## config.mk

```make
export PLATFORM = sky130hd
export DESIGN_NAME = aq_reduce_seq
export DESIGN_NICKNAME = d
export VERILOG_FILES = /design/src/rtl/aq_reduce_pkg.sv /design/src/rtl/aq_reduce_seq_pos.sv /design/src/rtl/aq_reduce_seq.sv
export SDC_FILE = /design/constraint.sdc
export NUM_CORES = 1
export LEC_CHECK = 0
export CAP_MARGIN = 10
export CORE_ASPECT_RATIO = 1.1
export CORE_MARGIN = 2
export CORE_UTILIZATION = 40
export DETAILED_ROUTE_END_ITERATION = 12
export PLACE_DENSITY = 0.68
export SETUP_SLACK_MARGIN = 0.02
export SYNTH_ARGS = -nofsm -noshare
export SYNTH_HDL_FRONTEND = slang
export SYNTH_SLANG_ARGS = --single-unit
```

## constraint.sdc

```tcl
create_clock -name CLK -period 5.66 [get_ports CLK]
set_input_delay 1.415 -clock CLK [delete_from_list [all_inputs] [get_ports CLK]]
set_output_delay 1.415 -clock CLK [all_outputs]
set_load 0.01 [all_outputs]
```

## src/rtl/aq_reduce_pkg.sv

```systemverilog
// rtl/aq_reduce_pkg.sv - shared width default and sequencer state encoding
package aq_reduce_pkg;

  localparam int W_DEF = 16;

  typedef enum logic [1:0] {
    ST_IDLE = 2'd0,
    ST_RUN  = 2'd1,
    ST_DONE = 2'd2
  } seq_state_t;

endpackage

```

## src/rtl/aq_reduce_seq_pos.sv

```systemverilog
// rtl/aq_reduce_seq_pos.sv - x/y beat position and line/frame-end compare
module aq_reduce_seq_pos
  import aq_reduce_pkg::*;
#(
  parameter int W = W_DEF
) (
  input  logic         clk,
  input  logic         rst_n,
  input  logic         beat,
  input  logic         restart,
  input  logic         s_eol,
  input  logic [W-1:0] org_x,
  input  logic [W-1:0] org_y,
  output logic [W-1:0] x_cur,
  output logic [W-1:0] y_cur,
  output logic         line_end,
  output logic         frame_end,
  output logic         geo_err
);

  logic [W-1:0] x_q, x_d;
  logic [W-1:0] y_q, y_d;
  logic         last_x;

  // A restarting beat is position 0,0 of the new frame regardless of the counters.
  always_comb begin
    x_cur     = restart ? '0 : x_q;
    y_cur     = restart ? '0 : y_q;
    last_x    = (x_cur == org_x - W'(1));
    line_end  = s_eol || last_x;
    frame_end = line_end && (y_cur == org_y - W'(1));
    geo_err   = (s_eol != last_x);
    x_d       = x_q;
    y_d       = y_q;
    if (beat) begin
      if (frame_end) begin
        x_d = '0;
        y_d = '0;
      end else if (line_end) begin
        x_d = '0;
        y_d = y_cur + W'(1);
      end else begin
        x_d = x_cur + W'(1);
        y_d = y_cur;
      end
    end
  end

  always_ff @(posedge clk or negedge rst_n) begin
    if (!rst_n) begin
      x_q <= '0;
      y_q <= '0;
    end else begin
      x_q <= x_d;
      y_q <= y_d;
    end
  end

endmodule

```

## src/rtl/aq_reduce_seq.sv

```systemverilog
// rtl/aq_reduce_seq.sv - sequencer driving horizontal/vertical aq_calc_size instances
module aq_reduce_seq
  import aq_reduce_pkg::*;
#(
  parameter int W = W_DEF
) (
  input  logic         RST_N,
  input  logic         CLK,
  input  logic         ENABLE,
  input  logic         HOLD,
  input  logic [W-1:0] ORG_X,
  input  logic [W-1:0] ORG_Y,
  input  logic [W-1:0] CNV_X,
  input  logic [W-1:0] CNV_Y,
  input  logic         S_VALID,
  output logic         S_READY,
  input  logic         S_SOF,
  input  logic         S_EOL,
  output logic         H_START,
  output logic         H_ENA,
  output logic         V_START,
  output logic         V_ENA,
  output logic [W-1:0] H_ORG,
  output logic [W-1:0] H_CNV,
  output logic [W-1:0] V_ORG,
  output logic [W-1:0] V_CNV,
  output logic         D_VALID,
  output logic         D_EOL,
  output logic         D_EOF,
  output logic         BUSY,
  output logic         FRAME_DONE,
  output logic         ERR,
  output logic         CFG_ERR
);

  seq_state_t   state_q, state_d;
  logic [W-1:0] h_org_q, h_org_d, h_cnv_q, h_cnv_d;
  logic [W-1:0] v_org_q, v_org_d, v_cnv_q, v_cnv_d;
  logic         err_q, err_d, cfg_err_q, cfg_err_d;
  logic         h_start_q, h_start_d, h_ena_q, h_ena_d;
  logic         v_start_q, v_start_d, v_ena_q, v_ena_d;
  logic [2:0]   p1_q, p1_d, p2_q, p2_d;

  logic         acc, cfg_zero, sof_ok, cfg_bad, beat;
  logic [W-1:0] x_cur, y_cur;
  logic         line_end, frame_end, geo_err;

  aq_reduce_seq_pos #(.W(W)) u_pos (
    .clk       (CLK),
    .rst_n     (RST_N),
    .beat      (beat),
    .restart   (sof_ok),
    .s_eol     (S_EOL),
    .org_x     (sof_ok ? ORG_X : h_org_q),
    .org_y     (sof_ok ? ORG_Y : v_org_q),
    .x_cur     (x_cur),
    .y_cur     (y_cur),
    .line_end  (line_end),
    .frame_end (frame_end),
    .geo_err   (geo_err)
  );

  always_comb begin
    S_READY  = !HOLD && ENABLE && (state_q == ST_IDLE || state_q == ST_RUN);
    acc      = S_VALID && S_READY;
    cfg_zero = (ORG_X == '0) || (ORG_Y == '0) || (CNV_X == '0) || (CNV_Y == '0);
    sof_ok   = acc && S_SOF && !cfg_zero;
    cfg_bad  = acc && S_SOF && cfg_zero;
    beat     = sof_ok || (acc && !S_SOF && state_q == ST_RUN);

    state_d   = state_q;
    h_org_d   = h_org_q;
    h_cnv_d   = h_cnv_q;
    v_org_d   = v_org_q;
    v_cnv_d   = v_cnv_q;
    cfg_err_d = cfg_err_q;
    err_d     = err_q;

    if (state_q == ST_DONE) state_d = ST_IDLE;
    else if (cfg_bad)       state_d = ST_IDLE;
    else if (beat)          state_d = frame_end ? ST_DONE : ST_RUN;

    if (sof_ok) begin
      h_org_d   = ORG_X;
      h_cnv_d   = CNV_X;
      v_org_d   = ORG_Y;
      v_cnv_d   = CNV_Y;
      cfg_err_d = 1'b0;
    end else if (cfg_bad) begin
      cfg_err_d = 1'b1;
    end

    // Only a clean arm from IDLE clears ERR; an SOF landing mid-frame is itself an error.
    if (sof_ok && state_q == ST_IDLE) err_d = geo_err;
    else err_d = err_q || (beat && geo_err) || (acc && S_SOF && state_q == ST_RUN);

    h_ena_d   = beat;
    h_start_d = beat && (x_cur == '0);
    v_ena_d   = beat && (x_cur == '0);
    v_start_d = beat && (x_cur == '0) && (y_cur == '0);
    p1_d      = {beat, beat && line_end, beat && frame_end};
    p2_d      = p1_q;
  end

  always_ff @(posedge CLK or negedge RST_N) begin
    if (!RST_N) begin
      state_q   <= ST_IDLE;
      h_org_q   <= '0;
      h_cnv_q   <= '0;
      v_org_q   <= '0;
      v_cnv_q   <= '0;
      err_q     <= 1'b0;
      cfg_err_q <= 1'b0;
      h_start_q <= 1'b0;
      h_ena_q   <= 1'b0;
      v_start_q <= 1'b0;
      v_ena_q   <= 1'b0;
      p1_q      <= '0;
      p2_q      <= '0;
    end else begin
      state_q   <= state_d;
      h_org_q   <= h_org_d;
      h_cnv_q   <= h_cnv_d;
      v_org_q   <= v_org_d;
      v_cnv_q   <= v_cnv_d;
      err_q     <= err_d;
      cfg_err_q <= cfg_err_d;
      h_start_q <= h_start_d;
      h_ena_q   <= h_ena_d;
      v_start_q <= v_start_d;
      v_ena_q   <= v_ena_d;
      p1_q      <= p1_d;
      p2_q      <= p2_d;
    end
  end

  assign H_START    = h_start_q;
  assign H_ENA      = h_ena_q;
  assign V_START    = v_start_q;
  assign V_ENA      = v_ena_q;
  assign H_ORG      = h_org_q;
  assign H_CNV      = h_cnv_q;
  assign V_ORG      = v_org_q;
  assign V_CNV      = v_cnv_q;
  assign D_VALID    = p2_q[2];
  assign D_EOL      = p2_q[1];
  assign D_EOF      = p2_q[0];
  assign BUSY       = (state_q != ST_IDLE);
  assign FRAME_DONE = (state_q == ST_DONE);
  assign ERR        = err_q;
  assign CFG_ERR    = cfg_err_q;

endmodule

```

Word level (Yosys, flattened, before mapping)
Cells that the tools add are included.
Word-level totals
  bits of input ports: 71
  flip-flop bits (word level): 109
  output and inout port bits: 76
Cells by class
  add/subtract/negate cells: 4
  mux-type cells: 15
  equal/unequal tests: 5
  reduce and logical (&&, ||, !) cells: 37
Operators by type and width (count)
  $mux 16: 8
  $logic_not 16->1: 6
  $add 16x1->16 const B: 2
  $eq 16x16->1: 2
  $sub 16x1->16 const B: 2
  $logic_and 1x1->1: 16
  $logic_or 1x1->1: 8
  $mux 2: 4
  $reduce_bool 2->1: 2
  $logic_not 1->1: 3
  $mux 1: 3
  $reduce_bool 3->1: 1
  $eq 2x1->1 const B: 1
  $eq 2x2->1 const B: 1
  $logic_not 2->1: 1
  $ne 1x1->1: 1

Logic depth before layout (Yosys ltp)
  depth after elaboration: 15
  mapped depth: 28
  depth with buffers taken out: 24

Hierarchy
A second synthesis with hierarchy kept.
Second synthesis, totals
  cells, all modules: 604
  area, all modules: 6468.7 sq um
By module, submodules not included
  aq_reduce_seq_pos: area an instance 3248.1 sq um, cells each 394, sequential area each 800.8 sq um, times used 1
  aq_reduce_seq: area an instance 3220.6 sq um, cells each 210, sequential area each 1901.8 sq um, times used 1

Least setup slack after synthesis
No wires, ideal clock.
  path type: input port to flip-flop
  from: input HOLD
  to: register u_pos.y_q[14]
  library setup time: 123 ps
  path slack: -1797 ps
  arrival time: 7334 ps
  required time: 5537 ps
  cell stages on the path: 28
  buffers on the path: 5
  cell sequence: nor3b_2 nand3_1 nand3b_1 nor2_1 buf_6 buf_2 buf_2 clkbuf_1 buf_2 mux2i_1 ha_1 and4_1 o21ai_0 o31a_1 a21oi_2 mux2i_1 a211oi_1 or4_1 ha_1 nor2b_1 nand3_1 or2_2 or3_1 nand4bb_1 or2_2 and3_1 o21ai_0 nand2_1
Between the ends
  longest elaborated chain between the ends: 12
  elaborated cells between the ends (all ways): 22
  classes of those cells: 3 x add/sub; 2 x eq/ne; 6 x mux; 11 x reduce/logical
Ends and longest elaborated chain
  start, declared: RTL line aq_reduce_seq.sv:10  | input logic HOLD,
  $logic_not 1->1 *: RTL line aq_reduce_seq.sv:64  | S_READY = !HOLD && ENABLE && (state_q == ST_IDLE || state_q == ST_RUN);
  $logic_and 1x1->1 * (2 in a row): RTL line aq_reduce_seq.sv:64
  $logic_and 1x1->1 *: RTL line aq_reduce_seq.sv:65  | acc = S_VALID && S_READY;
  $logic_and 1x1->1 (2 in a row): RTL line aq_reduce_seq.sv:67  | sof_ok = acc && S_SOF && !cfg_zero;
  $mux 16
  $sub 16x1->16: RTL line aq_reduce_seq_pos.sv:29  | last_x = (x_cur == org_x - W'(1));
  $eq 16x16->1: RTL line aq_reduce_seq_pos.sv:29
  $logic_or 1x1->1: RTL line aq_reduce_seq_pos.sv:30  | line_end = s_eol || last_x;
  $mux 16 or $logic_and 1x1->1 (tied branches): RTL line aq_reduce_seq_pos.sv:39, aq_reduce_seq_pos.sv:31
  $mux 16: RTL line aq_reduce_seq_pos.sv:36  | if (frame_end) begin
  end signal, assigned: RTL line aq_reduce_seq_pos.sv:55  | y_q <= y_d;
  end, declared: RTL line aq_reduce_seq_pos.sv:22  | logic [W-1:0] y_q, y_d;
Every way passes the cells marked *; elsewhere a longest branch is shown, timed or not.
A chain may end at the register's enable or synchronous reset.

Worst setup path in the final report
  from: input CNV_Y[12]
  to: register u_pos.y_q[15]
Between the ends
  longest elaborated chain between the ends: 10
  elaborated cells between the ends (all ways): 18
  classes of those cells: 3 x add/sub; 2 x eq/ne; 6 x mux; 7 x reduce/logical
Ends and longest elaborated chain
  start, declared: RTL line aq_reduce_seq.sv:14  | input logic [W-1:0] CNV_Y,
  $logic_not 16->1 *: RTL line aq_reduce_seq.sv:66  | cfg_zero = (ORG_X == '0) || (ORG_Y == '0) || (CNV_X == '0) || (CNV_Y == '0);
  $logic_or 1x1->1 *: RTL line aq_reduce_seq.sv:66
  $logic_not 1->1 *: RTL line aq_reduce_seq.sv:67
  $logic_and 1x1->1 *: RTL line aq_reduce_seq.sv:67
  $mux 16
  $sub 16x1->16: RTL line aq_reduce_seq_pos.sv:29
  $eq 16x16->1: RTL line aq_reduce_seq_pos.sv:29
  $logic_or 1x1->1: RTL line aq_reduce_seq_pos.sv:30
  $mux 16 or $logic_and 1x1->1 (tied branches): RTL line aq_reduce_seq_pos.sv:39, aq_reduce_seq_pos.sv:31
  $mux 16: RTL line aq_reduce_seq_pos.sv:36
Marked as above.

==> impl_metrics.env <==
export IMPL_power_density_nw_per_um2=263
export IMPL_grt_setup_unrepaired="true"
export IMPL_postSynthAreaPerCell_sq_um=8.04
export IMPL_crit_arrival_ns=6.48
export IMPL_cts_buffers=9
export IMPL_synth_cells=833
export IMPL_netlist_top_cells_area="dfrtp_1 40%, nand2_1 13%, o21ai_0 4.4%, xnor2_1 3.7%, nand3_1 2.8%"
export IMPL_tightest_slew_ns=0.875
export IMPL_nets=1139
export IMPL_ioPinCount=147
export IMPL_antenna_left=0
export IMPL_switchingPower_mw=0.842
export IMPL_grt_max_degree=66
export IMPL_crit_type="input pin to flop"
export IMPL_drtIter0Drc=606
export IMPL_layout_common_cells="226 x nand2_1, 112 x buf_4, 111 x clkdlybuf4s50_1"
export IMPL_synth_edf_count=0
export IMPL_place_inst=1231
export IMPL_hold_buffers=0
export IMPL_netlist_area_sq_um=6700
export IMPL_maxSlewViolCount=0
export IMPL_multi_input_area_sq_um=4100
export IMPL_finalSetupViolCount=19
export IMPL_synth_main_ff_cell="dfrtp_1"
export IMPL_cp_start_kind="input pin"
export IMPL_antenna_found_initial=0
export IMPL_min_path_type="flop to flop"
export IMPL_finalHoldViolations=0
export IMPL_p_leak_nw=4.44
export IMPL_power_frac_comb_pct=32.4
export IMPL_dp_hpwl_um=15400
export IMPL_ir_drop_uv=156
export IMPL_r2r_start="state_q[1]$_DFFE_PN0P_"
export IMPL_track_usage_pct=25.2
export IMPL_slew_headroom_pct=41.7
export IMPL_fin_crit_ns=6.22
export IMPL_fp_coreArea_sq_um=16400
export IMPL_yosys_warnings=0
export IMPL_crit_start="CNV_Y[12]"
export IMPL_area_growth_pct=48.3
export IMPL_fin_skew_ns=0.00946
export IMPL_yosys_cell_types_count=67
export IMPL_status="finished, violations left"
export IMPL_cap_violations=0
export IMPL_cp_end_kind="flop"
export IMPL_clkSinkCount=108
export IMPL_violations="negative setup slack"
export IMPL_gp_congestion=0.906
export IMPL_viasPerCell=5.55
export IMPL_syn_num_nets=911
export IMPL_regArea_sq_um=2700
export IMPL_drc=0
export IMPL_die_area_sq_um=17800
export IMPL_cts_buffer_depth=2
export IMPL_finalCritPeriodShare_pct=110
export IMPL_wl_per_cell_um=17.6
export IMPL_htree_levels=3
export IMPL_hp_start="p1_q[1]$_DFF_PN0_"
export IMPL_async_flop_share_pct=100
export IMPL_crit_fanout=4
export IMPL_layout_cells_non_filler=1270
export IMPL_layout_commonest_cell="nand2_1"
export IMPL_grt_pass1_vias=6774
export IMPL_grt_pass1_wl_um=35800
export IMPL_ys_seq_area_share_pct=40.3
export IMPL_grt_overflow_total=0
export IMPL_fin_setup_tns_ns=-4.78
export IMPL_insertion_delay_ns=0.36
export IMPL_die_x_um=127
export IMPL_fill_cells=1398
export IMPL_whs_ns=0.352
export IMPL_synth_seq_cells=108
export IMPL_synth_area_leader_cell="dfrtp_1"
export IMPL_p_sw_share_pct=32.3
export IMPL_share_seq_of_total_power_pct=39.6
export IMPL_clock_power_share_pct=28.0
export IMPL_fin_util_pct=60.7
export IMPL_vias=7054
export IMPL_synth_top_area_share_pct=40.3
export IMPL_cts_tree="yes"
export IMPL_drive_gt1_share_pct=21.1
export IMPL_io_buffers=146
export IMPL_insertedDiodeCount=0
export IMPL_cts_root_buffer="clkbuf_16"
export IMPL_start_util_pct=40.9
export IMPL_first_pass_iters=7
export IMPL_dp_worst_setup_slack_ns=-1.33
export IMPL_die_y_um=140
export IMPL_critPathRequiredTime_ns=5.92
export IMPL_setup_slack_ns=-0.560
export IMPL_clkTransAtPathRegs_ns=0.08
export IMPL_p_int_mw=1.77
export IMPL_fmax_mhz=161
export IMPL_row_count=49
export IMPL_wirelength_um=22400
-- power by group through the flow --
stage	Clock, mW	Combinational (mW)	Sequential [mW]
2_1_floorplan	0	0.377	1.03
3_3_place_gp	0	0.808	1.04
3_5_place_dp	0	0.814	1.04
4_1_cts	0.743	0.833	1.03
5_1_grt	0.772	0.923	1.05
6_report	0.731	0.845	1.04
-- stage by stage --
| step | total power, mW | area, sq um |
|---|---|---|
| after global routing | 2.75 | 9940 |
| after global placement | 1.85 | 8990 |
| after CTS | 2.61 | 9740 |
| final | 2.61 | 9940 |
| after detailed placement | 1.85 | 8990 |
| after floorplan | 1.41 | 6800 |
-- layout make-up --
cell class              instances  area share (%)
multi-input cells             658            41.3
flip-flops and latches        108            27.2
repair buffers                267            24.9
well taps                     204            2.57
clock buffers                   9            2.27
clock inverters                 7            1.16
inverters                      17           0.667
-- routing by layer --
metal | global-route usage, % | wire length, um | vias up
met4 | 8.04 | 503 | 0
met1 | 33.5 | 9360 | 3333
met5 | 0 | 0 | -
met3 | 6.04 | 1900 | 40
li1 | - | - | 3375
met2 | 40.4 | 10600 | 306
-- path summary, 6_finish.rpt --
path,end,slack (ns),cells after the start
setup / recovery,u_pos.y_q[15]$_DFFE_PN0P_,-0.56,26
hold / removal,p2_q[1]$_DFF_PN0_,0.35,0
setup reg to reg,u_pos.y_q[15]$_DFFE_PN0P_,0.44,21
hold reg to reg,p2_q[1]$_DFF_PN0_,0.35,0
max in group asynchronous,H_ORG[4]$_DFF_PN0_,3.42,2
min in group asynchronous,H_CNV[12]$_DFFE_PN0P_,1.15,1
-- what timing repair did --
item,in CTS,in global routing
endpoints found under the setup margin,19,19
buffers inserted,16,8
gates cloned,3,0
pin swaps,42,25
gates resized for setup,100,34
-- critical path, cell delays in order --
cell and delay [ns]:
clkdlybuf4s50_1 0.44, nor4_2 0.23, nand4_1 0.23, buf_4 0.21, and3b_2 0.22, nand2_4 0.08
nand2_2 0.05, and2_4 0.15, ha_4 0.16, and4_1 0.14, o21ai_1 0.07, o31a_1 0.24
xnor2_1 0.16, nand4b_1 0.14, or4_4 0.59, ha_4 0.20, buf_6 0.11, nand4b_1 0.20
nor2_2 0.16, nand4_1 0.13, or2_4 0.28, nand4bb_1 0.21, or2_4 0.26, and3_4 0.19
o21ai_2 0.14, nand2_1 0.06
-- kinds of logic after synthesis --
family / synth area share, %
adders and majority gates: 1.31
and+or+nand+nor: 32.9
muxes: 2.50
buffers and inverters: 4.37
DFF: 40.3
AOI/OAI and AO/OA: 12.5
xor gates and xnor gates: 6.14
-- synthesized netlist by cell type, drive strengths merged, types with 2 or more instances --
cell     count
a31oi        8
nand4bb      2
a21o         2
nor2        40
nand3b       2
o211ai       5
o31a         3
and2         3
a211oi       9
xnor2       28
or4          6
nand2      230
nand4b       5
mux2         6
ha           7
a32o         2
nor4        30
xor2        19
inv         17
nand2b       3
clkbuf      38
a21boi       2
o22ai        5
nand3       38
a21oi       17
nand4       10
and3b        2
nor2b        6
nor3        31
o211a        2
dfrtp      108
o21ai       59
and4         4
or3         10
nor3b        5
mux2i       10
a221o        2
nor4b        5
buf         12
a22o         2
or2          8
o31ai        2
and3        14
o21a         2
-- registers in the layout, summed over array words and instances (netlist names), 2 cells and up --
register,count
p2_q,3
V_CNV,16
H_CNV,16
p1_q,2
u_pos.y_q,16
u_pos.x_q,16
V_ORG,16
state_q,2
H_ORG,16
(Power assumes the default switching activity.)
==> RTL change, RTL diff (config.mk and constraints unchanged) <==
`W_DEF`: 16 -> 12.
--- a/src/rtl/aq_reduce_pkg.sv
+++ b/src/rtl/aq_reduce_pkg.sv
@@ -1,7 +1,7 @@
 // rtl/aq_reduce_pkg.sv - shared width default and sequencer state encoding
 package aq_reduce_pkg;
 
-  localparam int W_DEF = 16;
+  localparam int W_DEF = 12;
 
   typedef enum logic [1:0] {
     ST_IDLE = 2'd0,
Ports: changed (8 resized); port bits go from 147 to 115. No check against the original RTL was run, so the function may have changed too.
==> RTL change against the original RTL <==
  * Via count fell by 27%
  * Clock power fell by 18%
  * Sequential share of layout area rose by 0.98 points
  * Sequential cell count fell by 24
  * Clock skew fell by 2.4 ps
  * Critical path depth fell by 4
  * Final area fell by 25%
  * Total power fell by 21%
  * Area after synthesis fell by 25%
  * Setup slack improved by 730 ps
  * Routed wire length fell by 30%
  * Highest routed layer unchanged
==> RTL change: results (changes against the original RTL) <==
<table>
<tr><th>Metric</th><th>Value</th></tr>
<tr><th colspan="2">Synthesis</th></tr>
<tr><td>Main area contributors after synthesis</td><td>dfrtp_1, nand2_1, xnor2_1, a21oi_1, nor3_1</td></tr>
<tr><td>Post-Syn Nets</td><td>679 (-25%)</td></tr>
<tr><td>Syn avg cell area</td><td>8.124 µm² (+1.0%)</td></tr>
<tr><td>Seq/Total Area, Yosys</td><td>0.4194 (+0.01601)</td></tr>
<tr><td>Fraction of the mapped netlist area in compound gates</td><td>0.1168 (-0.007918)</td></tr>
<tr><td>Distinct cell type count after synthesis</td><td>60 (-10%)</td></tr>
<tr><td>XOR/XNOR Fraction of Synth Area</td><td>0.06291 (+0.001468)</td></tr>
<tr><td>Adder-cell share of the synthesized area</td><td>0.01747 (+0.004402)</td></tr>
<tr><th colspan="2">Placement</th></tr>
<tr><td>Placed wire-length estimate after detailed placement</td><td>11.18 mm (-27%)</td></tr>
<tr><td>RePlAce Congestion</td><td>0.8805 (-2.8%)</td></tr>
<tr><th colspan="2">Cells and area</th></tr>
<tr><td>Fill cell count</td><td>1017 (-27%)</td></tr>
<tr><td>Total number of nets in the final design</td><td>852 (-25%)</td></tr>
<tr><th colspan="2">Critical path</th></tr>
<tr><td>CP arrival</td><td>5750 ps (-730 ps)</td></tr>
<tr><th colspan="2">Clocking</th></tr>
<tr><td>Clock insertion delay at the later pin of the skew report</td><td>340 ps (-20 ps)</td></tr>
<tr><td>Clock-pin transition on the worst setup and hold timing paths</td><td>60 ps (-20 ps)</td></tr>
<tr><th colspan="2">GRT</th></tr>
<tr><td>GR Layer Usage met2</td><td>0.3854 (-0.01881)</td></tr>
<tr><td>Wire length of the first global-routing pass</td><td>25.48 mm (-29%)</td></tr>
<tr><td>Met1 Use GR</td><td>0.2985 (-0.03636)</td></tr>
<tr><td>Met3 global-route usage</td><td>0.05145 (-0.008913)</td></tr>
<tr><td>Maximum number of pins on one net before global-route repair</td><td>85 (+29%)</td></tr>
<tr><th colspan="2">Status</th></tr>
<tr><td>Result of the run</td><td>finished, final reports clean</td></tr>
<tr><th colspan="2">Timing</th></tr>
<tr><td>Final setup skew</td><td>7.096 ps (-2.364 ps)</td></tr>
<tr><td>Worst slew margin relative to its limit</td><td>0.2852 (-0.1318)</td></tr>
<tr><th colspan="2">Power and ir drop</th></tr>
<tr><td>Leakage power summed over all cells</td><td>3.587 nW (-19%)</td></tr>
<tr><th colspan="2">Route</th></tr>
<tr><td>Iteration count of the initial detailed-routing pass</td><td>6 (-1)</td></tr>
<tr><td>Mean routed wirelength per cell</td><td>16.62 µm (-5.7%)</td></tr>
</table>
## RTL change: cell types whose count changed in the layout (fill, tap and decap cells not counted), moves of 10 or more
cell,before,now
clkdlybuf4s50_1,111,73
nand2_1,226,180
o21ai_0,46,22
dlygate4sd2_1,24,0
dfrtp_1,108,84
nand3_1,30,17
buf_4,112,78
dlymetal6s2s_1,7,33
a21oi_1,12,23
nor4_1,17,7
## RTL change: cells by family after synthesis
kind of cell / Yosys count
AO/OA/AOI/OAI: 93
XOR/XNOR: 36
adder cells (fa/ha/maj): 7
buffers and inverters: 55
flip-flops: 84
multiplexers: 9
AND/OR/NAND/NOR: 333
## RTL change: routing by layer
metal  share of wire  vias to the layer above
met5               0                        -
met4           0.021                        0
met3           0.060                       23
met2            0.49                      166
met1            0.43                     2509
li1                -                     2455
## RTL change: area by class of cell
type                    count  area [µm²]  area share
well taps                 154       192.7     0.02582
multi-input cells         478        2887      0.3868
clock inverters             5       60.06    0.008048
repair buffers            199        1911      0.2560
inverters                  18       67.56    0.009054
flip-flops and latches     84        2102      0.2817
clock buffers              11       242.7     0.03253
## RTL change: metrics by stage
stage / power, mW / setup WS, ps / TNS, ps
after floorplan: 1.094 / 29.46 / 0
after global placement: 1.406 / -307.3 / -2654
after detailed placement: 1.417 / -485.4 / -4800
after CTS: 2.039 / 24.04 / 0
after global routing: 2.163 / -68.66 / -469.0
final: 2.051 / 170.4 / 0
## RTL change: worst paths after layout
path | startpoint | endpoint | slack (ps) | cells past startpoint
worst max-delay path | ORG_X[5] | u_pos.y_q[10] | 170 | 22
worst min-delay path | p1_q[1] | p2_q[1] | 350 | 0
worst max register to register | state_q[1] | u_pos.y_q[10] | 1250 | 19
worst min register to register | p1_q[1] | p2_q[1] | 350 | 0
max in group asynchronous | RST_N | V_ORG[3] | 3690 | 1
min in group asynchronous | RST_N | H_CNV[1] | 1240 | 1
## RTL change: worst max-delay path: cells and delay by family
| kind | cells | cell delay (ps) |
|---|---|---|
| buffers and inverters | 3 | 360 |
| AND/OR/NAND/NOR | 12 | 2940 |
| adder cells (fa/ha/maj) | 2 | 410 |
| AO/OA/AOI/OAI | 3 | 320 |
| XOR/XNOR | 2 | 300 |
## RTL change: power by group through the flow
stage | sequential [mW] | combinational (mW) | clock, mW
6_report | 0.792 | 0.663 | 0.596
5_1_grt | 0.805 | 0.727 | 0.631
3_3_place_gp | 0.793 | 0.612 | 0
2_1_floorplan | 0.796 | 0.298 | 0
4_1_cts | 0.790 | 0.643 | 0.606
3_5_place_dp | 0.796 | 0.621 | 0
## RTL change: repair_timing
action                     4_1_cts  5_1_grt
gates resized for setup         23       74
setup buffers                    5        7
cloned                           2        1
pin swaps                        6       29
setup endpoints to repair       12       15
hold buffers                     0        0
